`src/rtl/uart_rx_deframer.sv`:
```
// RS232 receive deframer: synchronizes rx, detects the start edge, runs the
// external baud counter via start_bps, samples 8N1 frames LSB first on the
// mid-bit bps strike, and hands each good byte to the CPU through a
// valid/ack holding register with sticky overrun and a one-cycle framing error.
module uart_rx_deframer #(
  parameter int unsigned DATA_BITS   = 8,
  parameter int unsigned SYNC_STAGES = 2
) (
  input  logic                 clk,
  input  logic                 rst,
  input  logic                 rx,
  input  logic                 bps,
  output logic                 start_bps,
  output logic [DATA_BITS-1:0] rx_data,
  output logic                 rx_valid,
  input  logic                 rx_ack,
  output logic                 frame_err,
  output logic                 overrun
);

  localparam int unsigned CntW = $clog2(DATA_BITS) + 1;

  localparam logic [1:0] StIdle  = 2'd0;
  localparam logic [1:0] StStart = 2'd1;
  localparam logic [1:0] StData  = 2'd2;
  localparam logic [1:0] StStop  = 2'd3;

  logic [SYNC_STAGES-1:0] sync_q;
  logic                   rx_s;
  logic                   rx_d_q;
  logic                   fall;

  logic [1:0]             state_q, state_d;
  logic [CntW-1:0]        cnt_q, cnt_d;
  logic [DATA_BITS-1:0]   sh_q, sh_d;
  logic                   start_bps_q;
  logic                   stop_ok, stop_bad;

  logic [DATA_BITS-1:0]   data_q, data_d;
  logic                   valid_q, valid_d;
  logic                   ovr_q, ovr_d;
  logic                   ferr_q;

  assign rx_s = sync_q[SYNC_STAGES-1];
  assign fall = rx_d_q & ~rx_s;

  // Synchronizer and edge flop; preset high so reset never looks like a start edge.
  always_ff @(posedge clk) begin
    if (rst) begin
      sync_q <= '1;
      rx_d_q <= 1'b1;
    end else begin
      sync_q <= {sync_q[SYNC_STAGES-2:0], rx};
      rx_d_q <= rx_s;
    end
  end

  // Frame FSM next state: start qualify, data shift, stop check.
  always_comb begin
    state_d  = state_q;
    cnt_d    = cnt_q;
    sh_d     = sh_q;
    stop_ok  = 1'b0;
    stop_bad = 1'b0;
    case (state_q)
      StIdle: begin
        if (fall) state_d = StStart;
      end
      StStart: begin
        if (bps) begin
          if (!rx_s) begin
            state_d = StData;
            cnt_d   = '0;
          end else begin
            // Line back high at mid-bit: glitch, abandon quietly.
            state_d = StIdle;
          end
        end
      end
      StData: begin
        if (bps) begin
          sh_d  = {rx_s, sh_q[DATA_BITS-1:1]};
          cnt_d = cnt_q + CntW'(1);
          if (cnt_q == CntW'(DATA_BITS - 1)) state_d = StStop;
        end
      end
      StStop: begin
        if (bps) begin
          state_d  = StIdle;
          stop_ok  = rx_s;
          stop_bad = ~rx_s;
        end
      end
      default: state_d = StIdle;
    endcase
  end

  // Holding register: deliver, drop with overrun, or clear on ack.
  always_comb begin
    data_d  = data_q;
    valid_d = valid_q;
    ovr_d   = ovr_q;
    if (stop_ok) begin
      if (!valid_q || rx_ack) begin
        data_d  = sh_q;
        valid_d = 1'b1;
      end else begin
        ovr_d = 1'b1;
      end
    end else if (rx_ack && valid_q) begin
      valid_d = 1'b0;
      ovr_d   = 1'b0;
    end
  end

  // State and output registers.
  always_ff @(posedge clk) begin
    if (rst) begin
      state_q     <= StIdle;
      cnt_q       <= '0;
      sh_q        <= '0;
      start_bps_q <= 1'b0;
      data_q      <= '0;
      valid_q     <= 1'b0;
      ovr_q       <= 1'b0;
      ferr_q      <= 1'b0;
    end else begin
      state_q     <= state_d;
      cnt_q       <= cnt_d;
      sh_q        <= sh_d;
      // Low in the cycle after the final sample so the baud counter restarts at 0.
      start_bps_q <= (state_d != StIdle);
      data_q      <= data_d;
      valid_q     <= valid_d;
      ovr_q       <= ovr_d;
      ferr_q      <= stop_bad;
    end
  end

  assign start_bps = start_bps_q;
  assign rx_data   = data_q;
  assign rx_valid  = valid_q;
  assign overrun   = ovr_q;
  assign frame_err = ferr_q;

endmodule
```
`config.mk`:
```
export PLATFORM = sky130hd
export DESIGN_NAME = uart_rx_deframer
export DESIGN_NICKNAME = d
export VERILOG_FILES = /design/src/rtl/uart_rx_deframer.sv
export SDC_FILE = /design/constraint.sdc
export NUM_CORES = 1
export LEC_CHECK = 0
export CAP_MARGIN = 20
export CORE_MARGIN = 2
export CORE_UTILIZATION = 40
export DETAILED_ROUTE_END_ITERATION = 7
export HOLD_SLACK_MARGIN = 0.03
export SYNTH_ARGS = -nofsm -noshare
export SYNTH_HDL_FRONTEND = slang
export SYNTH_SLANG_ARGS = --single-unit
```
`constraint.sdc`:
```
create_clock -name clk -period 1.3 [get_ports clk]
set_input_delay 0.26 -clock clk [delete_from_list [all_inputs] [get_ports clk]]
set_output_delay 0.26 -clock clk [all_outputs]
set_load 0.1 [all_outputs]
```
After elaboration in Yosys (flattened, before gate mapping)
Index checks and enable logic that the tools add are counted.

word-level totals
  word-level logic and storage cells = 55
  register bits after elaboration = 29
  input bits = 5
  output and inout bits = 12

operators by class
  equal/unequal tests = 9
  add/sub/neg operators = 1
  bitwise gates (word level) = 4
  reductions and logical operators = 13
  mux-type cells = 18

operator list
  kind                 number
  $mux 2               6
  $mux 4               3
  $ne 2x2->1 const B   4
  $pmux 2 s4           1
  $pmux 4 s2           1
  $reduce_and 2->1     4
  $mux 1               7
  $reduce_bool 2->1    3
  $add 4x1->4 const B  1
  $eq 2x2->1 const B   2
  $eq 4x3->1 const B   1
  $reduce_and 4->1     1
  $not 1->1            3
  $reduce_or 3->1      1
  $eq 2x1->1 const B   1
  $logic_not 2->1      1
  $ne 2x1->1 const B   1
  $and 1x1->1          1
  $logic_and 1x1->1    1
  $logic_not 1->1      1
  $logic_or 1x1->1     1

Logic depth before layout (Yosys ltp)
  depth after elaboration = 5
  mapped depth = 5
  mapped depth without buffers = 4

Worst setup path before layout
OpenSTA, ideal clock, no wires.

  path kind = flip-flop to flip-flop
  from = reg valid_q (netlist: rx_valid)
  to = reg data_q[0] (netlist: rx_data[0])
  buffers on the path = 0
  data arrival time = 1.615 ns
  slack = -0.386 ns
  cell stages (with the launch flop) = 4
  setup time = 0.071 ns
  data required time = 1.229 ns
  period minus slack after synthesis = 1.686 ns
  path through = dfxtp_1 > nor2b_1 > o21ai_0 > a21oi_1

between the ends
  longest elaborated chain between the ends = 3

ends and longest elaborated chain
  element                     RTL line  source
  start, declared             40        logic valid_q, valid_d;
  start signal, assigned      134       valid_q <= valid_d;
  $logic_not 1->1             104       if (!valid_q || rx_ack) begin
  $logic_or 1x1->1            104
  $reduce_and 2->1 (no line)  n/a
  end signal, assigned        133       data_q <= data_d;
  end, declared               39        logic [DATA_BITS-1:0] data_q, data_d;

No other way between the ends.
A chain may end at the register's enable or synchronous reset.

Final worst setup path
  from = reg cnt_q[0]
  to = reg start_bps_q (netlist: start_bps)

between the ends
  longest elaborated chain between the ends = 5

ends and longest elaborated chain
  element                 RTL line  source
  start, declared         34        logic [CntW-1:0] cnt_q, cnt_d;
  start signal, assigned  129       cnt_q <= cnt_d;
  $eq 4x3->1              84        if (cnt_q == CntW'(DATA_BITS - 1)) state_d = StStop;
  $mux 2                  84
  $mux 2                  81        if (bps) begin
  $pmux 2 s4              65        case (state_q)
  $reduce_bool 2->1       132       start_bps_q <= (state_d != StIdle);
  end signal, assigned    132
  end, declared           36        logic start_bps_q;

No other way between the ends.

==> metrics.md <==
| Metric | Value |
|---|---|
| Routed vias | `1037` |
| Clk root buf | `clkbuf_4` |
| Hold EP | `rx_valid` |
| Layout cells sized above 1 | `32.10%` |
| Cell taking the most area after synthesis | `dfxtp_1` |
| Reg power frac | `57.1%` |
| WHS | `0.4208 ns` |
| Max_slew headroom | `70.08%` |
| Critical path fanouts, max | `4` |
| Bufs and invs on worst path | `0` |
| Overall Global Routing Usage | `16.72%` |
| Final Max Slew Viols | `0` |
| Post-Synth Adder-Cell Area | `1.066%` |
| Crit path cell chain | `ha_2, and4_1, a221oi_2, o22ai_1` |
| Die outline width | `58.17 µm` |
| Worst-margin pin slew | `0.4479 ns` |
| Unique masters post-synth | `32` |
| Worst Hold Launch | `bps` |
| Synth-to-layout area growth | `40.94%` |
| CP endpoint kind | `register` |
| Grt ovf | `0` |
| Initial antenna violation count | `0` |
| Num CTS Buffers | `5` |
| Type of the worst min-delay path | `in2reg` |
| First-pass GRT wire length | `4.284 mm` |
| Fillcell total | `254` |
| CP arrival | `1.43 ns` |
| Post-synthesis area per instance | `8.891 µm²` |
| Fin nets | `167` |
| DRC | `0` |
| Layout Skew | `0.01160 ns` |
| Reg2Reg Capture Point | `start_bps` |
| Syn nets | `138` |
| Std-Cell Rows | `19` |
| PortBufs | `16` |
| DR iter-0 viols | `51` |
| Initial Util | `42.20%` |
| Largest stage delay, worst path | `0.34 ns` |
| Placeable Area | `0.002781 mm²` |
| R2r setup slk | `0.09 ns` |
| Synthesized flop and latch total | `29` |
| Sequential element share of the synthesized area | `49.47%` |
| Outcome | `completed` |
| ANT nets after route | `0` |
| Largest net degree at the start of global routing | `13` |
| LEAKAGE | `0.5912 nW` |
| GPL Wtd Cong | `0.8324` |
| RSZ-0062 raised after global routing | `no` |
| Cell family contributing the most delay on the critical path | `compound AO/OA/AOI/OAI gates` |
| Comb pwr share | `6.0%` |
| Slowest-stage cell, CP | `dfxtp_2` |
| Die Ht | `58.17 µm` |
| Setup-failing EPs final | `0` |
| R2R depth | `4` |
| Clock buffer depth | `2` |
| Hold path depth | `3` |
| Pre-CTS WS | `-0.3442 ns` |
| Max-cap violations | `0` |
| CTS tree | `done` |
| Area contributors post-synth | `dfxtp_1 (49%), a21oi_1 (8.1%), nand2_1 (5.4%)` |
| Worst r2r src | `cnt_q[0]` |
| Multi-input gate area | `551.8 µm²` |
| Syn. warnings | `0` |
| Clock group share of total power | `36.9%` |
| Syn Inst Count | `132` |
| Area fraction in compound gates after synthesis | `17.38%` |
| Postcts setup bufs | `0` |
| Critical path startpoint category | `register` |
| DR WL/cell | `13.05 µm` |
| IO Count | `17` |
| Vias in the first global route | `949` |
| Register area | `598.1 µm²` |
| Final Cycle Share | `93.27%` |
| Crit path kind | `reg2reg` |
| First-pass DRT Iterations | `4` |
| Die area | `0.003383 mm²` |
| WP data required | `1.52 ns` |
| Cell area after placement | `0.001574 mm²` |
| H-tree Lvls | `2` |
| Switching power | `375.4 µW` |
| Worst-path clk slew | `0.10 ns` |
| Via density per instance | `5.373` |
| Pwr dens | `957.9 mW/mm²` |
| Sw Ratio | `23.69%` |
| Hpwl dp | `1.830 mm` |
| Post-Route WL | `2.519 mm` |
| # diodes | `0` |
| Clock Latency Late Sink | `0.33 ns` |
| Cell area after synthesis | `0.001174 mm²` |
| Finished Core Util | `59.47%` |
| Int Pwr | `1.209 mW` |
| XOR/XNOR Fraction of Synth Area | `0%` |
| Largest family of logic cells by synthesized area | `simple AND/OR/NAND/NOR gates` |
| Mux contribution to synthesized area | `2.559%` |
| Min Tclk post-route | `1.213 ns` |
| FMAX | `824.7 MHz` |
| Clk sinks | `29` |
| Final WS setup | `0.08746 ns` |
| Overall power | `1.584 mW` |
| Top-area cell type share of the netlist area | `49.47%` |
| Crit. Startpoint | `cnt_q[0]` |
| Hold Violations, Final | `0` |
| Final instance area | `0.001654 mm²` |
| VDD IR-drop max | `901.0 µV` |
| Post-Synth Simple-Gate Area | `25.05%` |
## through the flow
stage	std cells	setup TNS [ns]
after floorplan	132	-0.04652
after CTS	193	0
after global placement	185	-5.445
final	193	0
after global routing	193	0
after detailed placement	185	-6.140
## cell families (layout without fill, tap and decap cells)
family / Yosys count / after routing
flops: 29 / 29
fa+ha+maj: 1 / 1
simple gates: 52 / 52
buf+inv: 11 / 41
compound gates: 36 / 36
mux: 3 / 3
## final cells by class
cell class,count,share of cell area [%]
flip-flops and latches,29,36.16
multi-input cells,92,33.36
clock buffers,8,3.555
inverters,2,0.4539
repair buffers,31,24.13
well taps,31,2.345
## placed cells by master (no fill, tap or decap), types with 3 or more instances in the layout
master / instances
or2_2: 3
buf_4: 14
nand2_1: 17
clkbuf_4: 5
clkdlybuf4s50_1: 3
o21ai_0: 10
a21oi_1: 19
nand3_1: 8
nor2_1: 4
dfxtp_2: 11
mux2i_1: 3
nand3b_1: 3
nand2b_1: 6
dfxtp_1: 17
buf_12: 12
## tightest hold or removal path, cell delays in order
cell,delay [ns]
dlymetal6s2s_1,0.21
nand4_4,0.18
a21oi_1,0.07
## layer usage
layer / vias up / track usage [%] / part of all wire, %
li1: 525 / - / -
met1: 489 / 21.42 / 47
met2: 21 / 25.49 / 47
met3: 2 / 7.366 / 5.0
met4: 0 / 4.983 / 0.95
met5: - / 0 / 0
## power by group through the flow
stage / Combinational, mW / Sequential, mW / Clock (mW)
5_1_grt: 0.103 / 0.906 / 0.632
3_3_place_gp: 0.0931 / 0.923 / 0
2_1_floorplan: 0.0395 / 0.930 / 0
6_report: 0.0954 / 0.904 / 0.585
4_1_cts: 0.0954 / 0.903 / 0.590
3_5_place_dp: 0.0950 / 0.924 / 0
## sequential cells by signal, indices dropped and copies added, names as in the netlist
signal     flops
start_bps      1
sync_q         2
sh_q           8
rx_d_q         1
cnt_q          4
overrun        1
rx_valid       1
state_q        2
rx_data        8
frame_err      1
## timing repair
action,4_1_cts,5_1_grt
resized for setup,2,5
endpoints found under the setup margin,2,10
hold buffers,0,0
pin swaps,1,4
hold endpoints to repair,0,0
## synthesized netlist by cell type
library cell	number
nand4_1	1
o22ai_1	1
o31ai_1	1
a221oi_2	1
or3_1	1
and4_1	2
nand2b_1	6
ha_1	1
nand4_2	1
or2_2	3
nor2_1	4
o21ai_0	10
inv_1	2
nand2_1	17
o211ai_1	1
a211o_1	1
or3b_1	1
a31oi_1	1
or4b_1	1
a21oi_1	19
nand3b_2	1
nor2b_1	1
a211oi_1	1
nand3_1	8
clkbuf_1	4
buf_2	3
nand4b_1	1
and3b_1	1
dfxtp_1	29
buf_4	2
nand3b_1	3
mux2i_1	3
## worst max path at each step
| stage | to | slack [ns] | cells after the start |
|---|---|---|---|
| after floorplan | rx_data[0] | -0.05 | 2 |
| after global placement | overrun | -0.30 | 4 |
| after detailed placement | overrun | -0.34 | 4 |
| after CTS | overrun | 0.0003 | 4 |
| after global routing | cnt_q[3] | 0.005 | 3 |
| final | start_bps | 0.09 | 4 |
No activity file was read; power rests on OpenSTA's default activity.
